[src/rtl/mem_bus_pkg.sv]
// Shared types and constants for the CPU-to-slave memory interconnect.
// Holds FSM states, error codes and the timeout counter width helper.
package mem_bus_pkg;

    typedef enum logic [1:0] {
        S_IDLE,
        S_ACCESS,
        S_RESPOND,
        S_ERROR
    } state_t;

    localparam logic [1:0] ERR_NONE     = 2'd0;
    localparam logic [1:0] ERR_UNMAPPED = 2'd1;
    localparam logic [1:0] ERR_PERM     = 2'd2;
    localparam logic [1:0] ERR_TIMEOUT  = 2'd3;

    function automatic int cnt_width(input int timeout);
        return $clog2(timeout + 1);
    endfunction

endpackage

[src/rtl/mem_bus_decode.sv]
// Combinational address decoder: window match, permission check and
// slave-relative offset for the CPU request.
module mem_bus_decode
    import mem_bus_pkg::*;
#(
    parameter int N_SLAVES   = 3,
    parameter int ADDR_WIDTH = 32,
    parameter logic [N_SLAVES*ADDR_WIDTH-1:0] SLV_BASE =
        {32'h1000_0000, 32'h0000_1000, 32'h0000_0000},
    parameter logic [N_SLAVES*ADDR_WIDTH-1:0] SLV_MASK =
        {32'hF000_0000, 32'hFFFF_F000, 32'hFFFF_F000},
    parameter logic [N_SLAVES-1:0] EXEC_MASK = 3'b001,
    parameter logic [N_SLAVES-1:0] RO_MASK   = 3'b001
) (
    input  logic [ADDR_WIDTH-1:0] addr,
    input  logic                  instr,
    input  logic                  write,
    output logic                  hit,
    output logic [N_SLAVES-1:0]   sel,
    output logic [ADDR_WIDTH-1:0] offset,
    output logic [1:0]            err_code
);

    // Scan from the top index down so the lowest matching slave wins.
    always_comb begin
        hit      = 1'b0;
        sel      = '0;
        offset   = '0;
        err_code = ERR_UNMAPPED;
        for (int i = N_SLAVES - 1; i >= 0; i--) begin
            if ((addr & SLV_MASK[i*ADDR_WIDTH +: ADDR_WIDTH])
                == SLV_BASE[i*ADDR_WIDTH +: ADDR_WIDTH]) begin
                hit    = 1'b1;
                sel    = '0;
                sel[i] = 1'b1;
                offset = addr - SLV_BASE[i*ADDR_WIDTH +: ADDR_WIDTH];
                if ((instr && !EXEC_MASK[i]) || (write && RO_MASK[i]))
                    err_code = ERR_PERM;
                else
                    err_code = ERR_NONE;
            end
        end
    end

endmodule

[src/rtl/mem_bus_interconnect.sv]
// picorv32 native port to N memory-mapped slaves, with registered
// select, timeout and sticky error status.
module mem_bus_interconnect
    import mem_bus_pkg::*;
#(
    parameter int N_SLAVES   = 3,
    parameter int ADDR_WIDTH = 32,
    parameter int DATA_WIDTH = 32,
    parameter logic [N_SLAVES*ADDR_WIDTH-1:0] SLV_BASE =
        {32'h1000_0000, 32'h0000_1000, 32'h0000_0000},
    parameter logic [N_SLAVES*ADDR_WIDTH-1:0] SLV_MASK =
        {32'hF000_0000, 32'hFFFF_F000, 32'hFFFF_F000},
    parameter logic [N_SLAVES-1:0] EXEC_MASK = 3'b001,
    parameter logic [N_SLAVES-1:0] RO_MASK   = 3'b001,
    parameter int TIMEOUT = 255,
    parameter logic [DATA_WIDTH-1:0] ERR_DATA = 32'hDEAD_BEEF
) (
    input  logic                           clk_in,
    input  logic                           reset_n_in,
    input  logic                           mem_valid_in,
    input  logic                           mem_instr_in,
    input  logic [ADDR_WIDTH-1:0]          mem_addr_in,
    input  logic [DATA_WIDTH-1:0]          mem_wdata_in,
    input  logic [DATA_WIDTH/8-1:0]        mem_wstrb_in,
    output logic                           mem_ready_out,
    output logic [DATA_WIDTH-1:0]          mem_rdata_out,
    output logic [N_SLAVES-1:0]            slv_sel_out,
    output logic                           slv_write_out,
    output logic [ADDR_WIDTH-1:0]          slv_addr_out,
    output logic [DATA_WIDTH-1:0]          slv_wdata_out,
    output logic [DATA_WIDTH/8-1:0]        slv_wstrb_out,
    input  logic [N_SLAVES-1:0]            slv_ready_in,
    input  logic [N_SLAVES*DATA_WIDTH-1:0] slv_rdata_in,
    input  logic                           err_clr_in,
    output logic                           bus_err_out,
    output logic [ADDR_WIDTH-1:0]          err_addr_out,
    output logic [1:0]                     err_code_out
);

    localparam int CW = cnt_width(TIMEOUT);
    localparam logic [CW-1:0] TMAX = CW'(TIMEOUT - 1);

    state_t                state;
    logic [CW-1:0]         cnt;
    logic [ADDR_WIDTH-1:0] req_addr;

    logic                  dec_hit;
    logic [N_SLAVES-1:0]   dec_sel;
    logic [ADDR_WIDTH-1:0] dec_off;
    logic [1:0]            dec_err;

    logic                  sel_ready;
    logic [DATA_WIDTH-1:0] rdata_mux;
    logic                  err_fire;
    logic [1:0]            err_fire_code;
    logic [ADDR_WIDTH-1:0] err_fire_addr;

    mem_bus_decode #(
        .N_SLAVES   (N_SLAVES),
        .ADDR_WIDTH (ADDR_WIDTH),
        .SLV_BASE   (SLV_BASE),
        .SLV_MASK   (SLV_MASK),
        .EXEC_MASK  (EXEC_MASK),
        .RO_MASK    (RO_MASK)
    ) u_decode (
        .addr     (mem_addr_in),
        .instr    (mem_instr_in),
        .write    (|mem_wstrb_in),
        .hit      (dec_hit),
        .sel      (dec_sel),
        .offset   (dec_off),
        .err_code (dec_err)
    );

    assign sel_ready = |(slv_ready_in & slv_sel_out);

    always_comb begin
        rdata_mux = '0;
        for (int i = 0; i < N_SLAVES; i++) begin
            if (slv_sel_out[i])
                rdata_mux = rdata_mux | slv_rdata_in[i*DATA_WIDTH +: DATA_WIDTH];
        end
    end

    // Single source of truth for "this edge enters ERROR".
    always_comb begin
        err_fire      = 1'b0;
        err_fire_code = ERR_NONE;
        err_fire_addr = '0;
        if (state == S_IDLE && mem_valid_in
            && !(dec_hit && dec_err == ERR_NONE)) begin
            err_fire      = 1'b1;
            err_fire_code = dec_err;
            err_fire_addr = mem_addr_in;
        end else if (state == S_ACCESS && !sel_ready && cnt == TMAX) begin
            err_fire      = 1'b1;
            err_fire_code = ERR_TIMEOUT;
            err_fire_addr = req_addr;
        end
    end

    always_ff @(posedge clk_in or negedge reset_n_in) begin
        if (!reset_n_in) begin
            state         <= S_IDLE;
            cnt           <= '0;
            req_addr      <= '0;
            mem_ready_out <= 1'b0;
            mem_rdata_out <= '0;
            slv_sel_out   <= '0;
            slv_write_out <= 1'b0;
            slv_addr_out  <= '0;
            slv_wdata_out <= '0;
            slv_wstrb_out <= '0;
        end else begin
            case (state)
                S_IDLE: begin
                    mem_ready_out <= 1'b0;
                    if (mem_valid_in) begin
                        if (err_fire) begin
                            state         <= S_ERROR;
                            mem_ready_out <= 1'b1;
                            mem_rdata_out <= ERR_DATA;
                        end else begin
                            state         <= S_ACCESS;
                            cnt           <= '0;
                            req_addr      <= mem_addr_in;
                            slv_sel_out   <= dec_sel;
                            slv_addr_out  <= dec_off;
                            slv_wdata_out <= mem_wdata_in;
                            slv_wstrb_out <= mem_wstrb_in;
                            slv_write_out <= |mem_wstrb_in;
                        end
                    end
                end
                S_ACCESS: begin
                    if (sel_ready) begin
                        state         <= S_RESPOND;
                        slv_sel_out   <= '0;
                        mem_ready_out <= 1'b1;
                        mem_rdata_out <= slv_write_out ? '0 : rdata_mux;
                    end else if (err_fire) begin
                        state         <= S_ERROR;
                        slv_sel_out   <= '0;
                        mem_ready_out <= 1'b1;
                        mem_rdata_out <= ERR_DATA;
                    end else begin
                        cnt <= cnt + 1'b1;
                    end
                end
                S_RESPOND, S_ERROR: begin
                    state         <= S_IDLE;
                    mem_ready_out <= 1'b0;
                end
                default: state <= S_IDLE;
            endcase
        end
    end

    // A fresh error beats a simultaneous clear.
    always_ff @(posedge clk_in or negedge reset_n_in) begin
        if (!reset_n_in) begin
            bus_err_out  <= 1'b0;
            err_addr_out <= '0;
            err_code_out <= ERR_NONE;
        end else if (err_fire && (!bus_err_out || err_clr_in)) begin
            bus_err_out  <= 1'b1;
            err_addr_out <= err_fire_addr;
            err_code_out <= err_fire_code;
        end else if (err_clr_in) begin
            bus_err_out  <= 1'b0;
            err_addr_out <= '0;
            err_code_out <= ERR_NONE;
        end
    end

endmodule

[config.mk]
export PLATFORM = sky130hd
export DESIGN_NAME = mem_bus_interconnect
export DESIGN_NICKNAME = d
export VERILOG_FILES = /design/src/rtl/mem_bus_pkg.sv /design/src/rtl/mem_bus_decode.sv /design/src/rtl/mem_bus_interconnect.sv
export SDC_FILE = /design/constraint.sdc
export NUM_CORES = 1
export LEC_CHECK = 0
export CORE_MARGIN = 3
export CORE_UTILIZATION = 44
export CTS_CLUSTER_SIZE = 24
export DETAILED_ROUTE_END_ITERATION = 16
export GPL_ROUTABILITY_DRIVEN = 0
export PLACE_DENSITY = 0.92
export SYNTH_ARGS = -nofsm -noshare
export SYNTH_HDL_FRONTEND = slang
export SYNTH_SLANG_ARGS = --single-unit
[constraint.sdc]
create_clock -name clk_in -period 2.7 [get_ports clk_in]
set_input_delay 0.54 -clock clk_in [delete_from_list [all_inputs] [get_ports clk_in]]
set_output_delay 0.54 -clock clk_in [all_outputs]
set_load 0.02 [all_outputs]
==> run_results.csv <==
group,metric,value,unit
status,status,"finished, final reports clean",
layout,fin_nets,1351,
routing,drc_errors,0,
logic_synthesis,syn_avg_cell_area,9.86,um^2
routing,routedWlPerCell,20.7,um
logic_synthesis,synth_cells,812,
global_routing,grt.busiest_layer,"met2",
worst_setup_path,r2r_slack,0.24,ns
worst_setup_path,r2r-end,"err_addr_out[23]$_DFFE_PN0P_",
worst_setup_path,worstSetupPathType,"in2reg",
layout,layout_commonest_cell,"clkdlybuf4s50_1",
routing,vias_per_cell,5.67,
worst_setup_path,startpoint_type,"input port",
global_routing,globalRouteTotalUtil,28.7,%
clock_tree,ctsHoldBuffers,0,
global_routing,use_met2,49.3,%
sta,setup_viol,0,
global_routing,grt_util_met3,8.72,%
floorplan,die_w,141,um
layout,drive_gt1_share,12.2,%
logic_synthesis,synthesis.area,8010,um^2
floorplan,io_pins,312,
logic_synthesis,yosys_register_bits,182,
layout,nFillCells,1236,
clock_tree,cts.htree.levels,4,
global_routing,use_met1,33.4,%
worst_setup_path,r2r-start,"cnt[3]$_DFFE_PN0P_",
sta,hold_viol,0,
min_path,hold_path_class,"in2async",
floorplan,fp.coreArea,17500,um^2
sta,final.setup_skew,0.0137,ns
clock_tree,clockRootBuffer,"clkbuf_16",
global_routing,grt_pass1_wl,44300,um
clock_tree,clk_latency,0.43,ns
logic_synthesis,synth_nets,991,
global_routing,grt_pass1_vias,7974,
sta,timing.final.crit_share,99.4,%
sta,post-route-min-period,2.68,ns
routing,wirelength,29200,um
routing,via_count,8011,
clock_tree,path_clk_slew,0.07,ns
floorplan,rows,48,
sta,tightest_slew,0.646,ns
worst_setup_path,critical_path_required,3.02,ns
layout,synthToLayoutAreaGrowth,57.7,%
worst_setup_path,crit_fanout,8,
power_and_ir_drop,p_leak,5.89,nW
routing,drt_iter0_markers,645,
floorplan,die_height,141,um
placed_design,port_buffers,311,
power_and_ir_drop,p_per_area,739,nW/um^2
logic_synthesis,synth.yosys.seq_area_share,56.9,%
clock_tree,cts_buffer_depth,2,
worst_setup_path,endpoint_kind,"flip-flop",
sta,maxSlewViolCount,0,
worst_setup_path,worstPathArrival,3.00,ns
placed_design,hpwl,21000,um
global_routing,grt_max_degree,70,
sta,clock.fmax,373,MHz
global_routing,grt.overflow.total,0,
clock_tree,cts_sinks,182,
global_routing,antenna_found_initial,3,
layout,layout_common_cells,"clkdlybuf4s50_1, nand2_1, dfrtp_1",
clock_tree,numCtsBuffers,17,
logic_synthesis,yosys_warnings,0,
routing,firstDrtPassIters,7,
power_and_ir_drop,design_power_total,9.34,mW
floorplan,die_area,19900,um^2
routing,drtAntennaViolNets,0,
sta,relSlewSlack,56.8,%
logic_synthesis,ys_types,50,
power_and_ir_drop,vdd_drop_max,0.503,mV
flow_run,drv_cap,0,
clock_tree,cts_tree,"built",
sta,holdWs,0.0875,ns
sta,finalSetupTns,0,ns
floorplan,start_util,45.7,%
worst_setup_path,rr_worst_depth,6,
## final cells by class
type                       instances  area [um^2]  share of cell area, %
clock inverter                    15          155                   1.23
sequential                       182         4550                   36.1
tap                              225          282                   2.23
inverter                          10         40.0                  0.317
timing repair buffer             395         3850                   30.5
clock buffer                      17          425                   3.37
multi-input combinational        566         3320                   26.3
antenna                            2         5.00                 0.0396
## routing by layer
layer / vias to the layer above / part of all wire (%)
li1: 3647 / -
met3: 61 / 9.2
met2: 395 / 50
met4: 2 / 3.5
met1: 3906 / 37
met5: - / 0.045
## what timing repair did
item	4_1_cts	5_1_grt
gates cloned	4	0
buffers inserted	1	4
resized for setup	21	9
setup endpoints to repair	66	82
pin swaps	23	14
## registers in the layout (all words and copies together) (netlist names)
signal,count
slv_wstrb_out,4
bus_err_out,1
cnt,8
err_addr_out,32
slv_wdata_out,32
state,2
slv_sel_out,3
mem_rdata_out,32
slv_write_out,1
mem_ready_out,1
err_code_out,2
slv_addr_out,32
req_addr,32
## through the flow
| step | setup WS, ns | area, um^2 | utilization (%) | cells |
|---|---|---|---|---|
| CTS | 0.00234 | 12600 | 71.7 | 1406 |
| detailed placement | -0.566 | 11900 | 67.7 | 1369 |
| floorplan | 0.0151 | 8050 | - | 812 |
| global route | -0.0114 | 12600 | 72.0 | 1412 |
| finish | 0.0164 | 12600 | 72.0 | 1412 |
| global placement | -0.458 | 11900 | 67.7 | 1369 |
## cells in the mapped netlist (all sizes together)
cell type,n,area (um^2)
a21oi,33,165
or3,3,18.8
dfrtp,182,4550
nand3,12,60.1
nor3,2,10.0
nor3b,1,7.51
nand2b,4,25.0
a31o,1,8.76
o2111ai,1,8.76
and2,4,25.0
inv,10,37.5
o311ai,3,26.3
o2bb2ai,9,78.8
o31ai,1,7.51
mux2,1,11.3
nor4,3,25.0
a22o,1,8.76
nor2,56,210
and4,3,26.3
o211ai,3,22.5
buf,20,123
or3b,1,8.76
and3,35,219
clkbuf,38,143
a41o,1,10.0
nor2b,3,18.8
a31oi,7,43.8
nor4b,1,8.76
a221o,32,320
a21o,2,15.0
nand4,3,18.8
or2,1,6.26
o21a,2,15.0
ha,7,87.6
or4b,1,10.0
nand2,237,890
o22a,24,210
a222oi,33,330
or4,5,41.3
a211o,1,8.76
o21ai,23,115
o31a,2,26.3
## worst max path at each step
stage / end / start
finish: err_addr_out[31]$_DFFE_PN0P_ / mem_addr_in[30]
global route: err_addr_out[3]$_DFFE_PN0P_ / mem_addr_in[28]
CTS: err_addr_out[8]$_DFFE_PN0P_ / mem_addr_in[22]
detailed placement: mem_rdata_out[13]$_DFFE_PN0P_ / mem_addr_in[20]
global placement: err_addr_out[17]$_DFFE_PN0P_ / mem_addr_in[28]
floorplan: err_addr_out[30]$_DFFE_PN0P_ / mem_addr_in[29]
## power breakdown
group | leakage (nW) | switching [mW] | internal, mW
clock network | 0.283 | 1.20 | 1.24
registers | 2.33 | 0.404 | 3.33
logic | 3.27 | 1.68 | 1.48
## cells by family (layout without fill, tap and decap cells)
group	after synthesis	count (layout)	synth area share, %
other	0	2	0
AND/OR/NAND/NOR	375	375	20.3
adder cells (fa/ha/maj)	7	7	1.09
buffers and inverters	68	437	3.78
AO/OA/AOI/OAI	179	183	17.8
flip-flops	182	182	56.9
multiplexers	1	1	0.141
## critical path, stage by stage
cell and delay (ns):
clkdlybuf4s50_1 0.44, or4b_4 0.51, nor4_4 0.22, and4_4 0.30, nor3_4 0.05, buf_6 0.13
o31a_4 0.43, a221o_1 0.37
No activity file was read; power rests on OpenSTA's default activity.
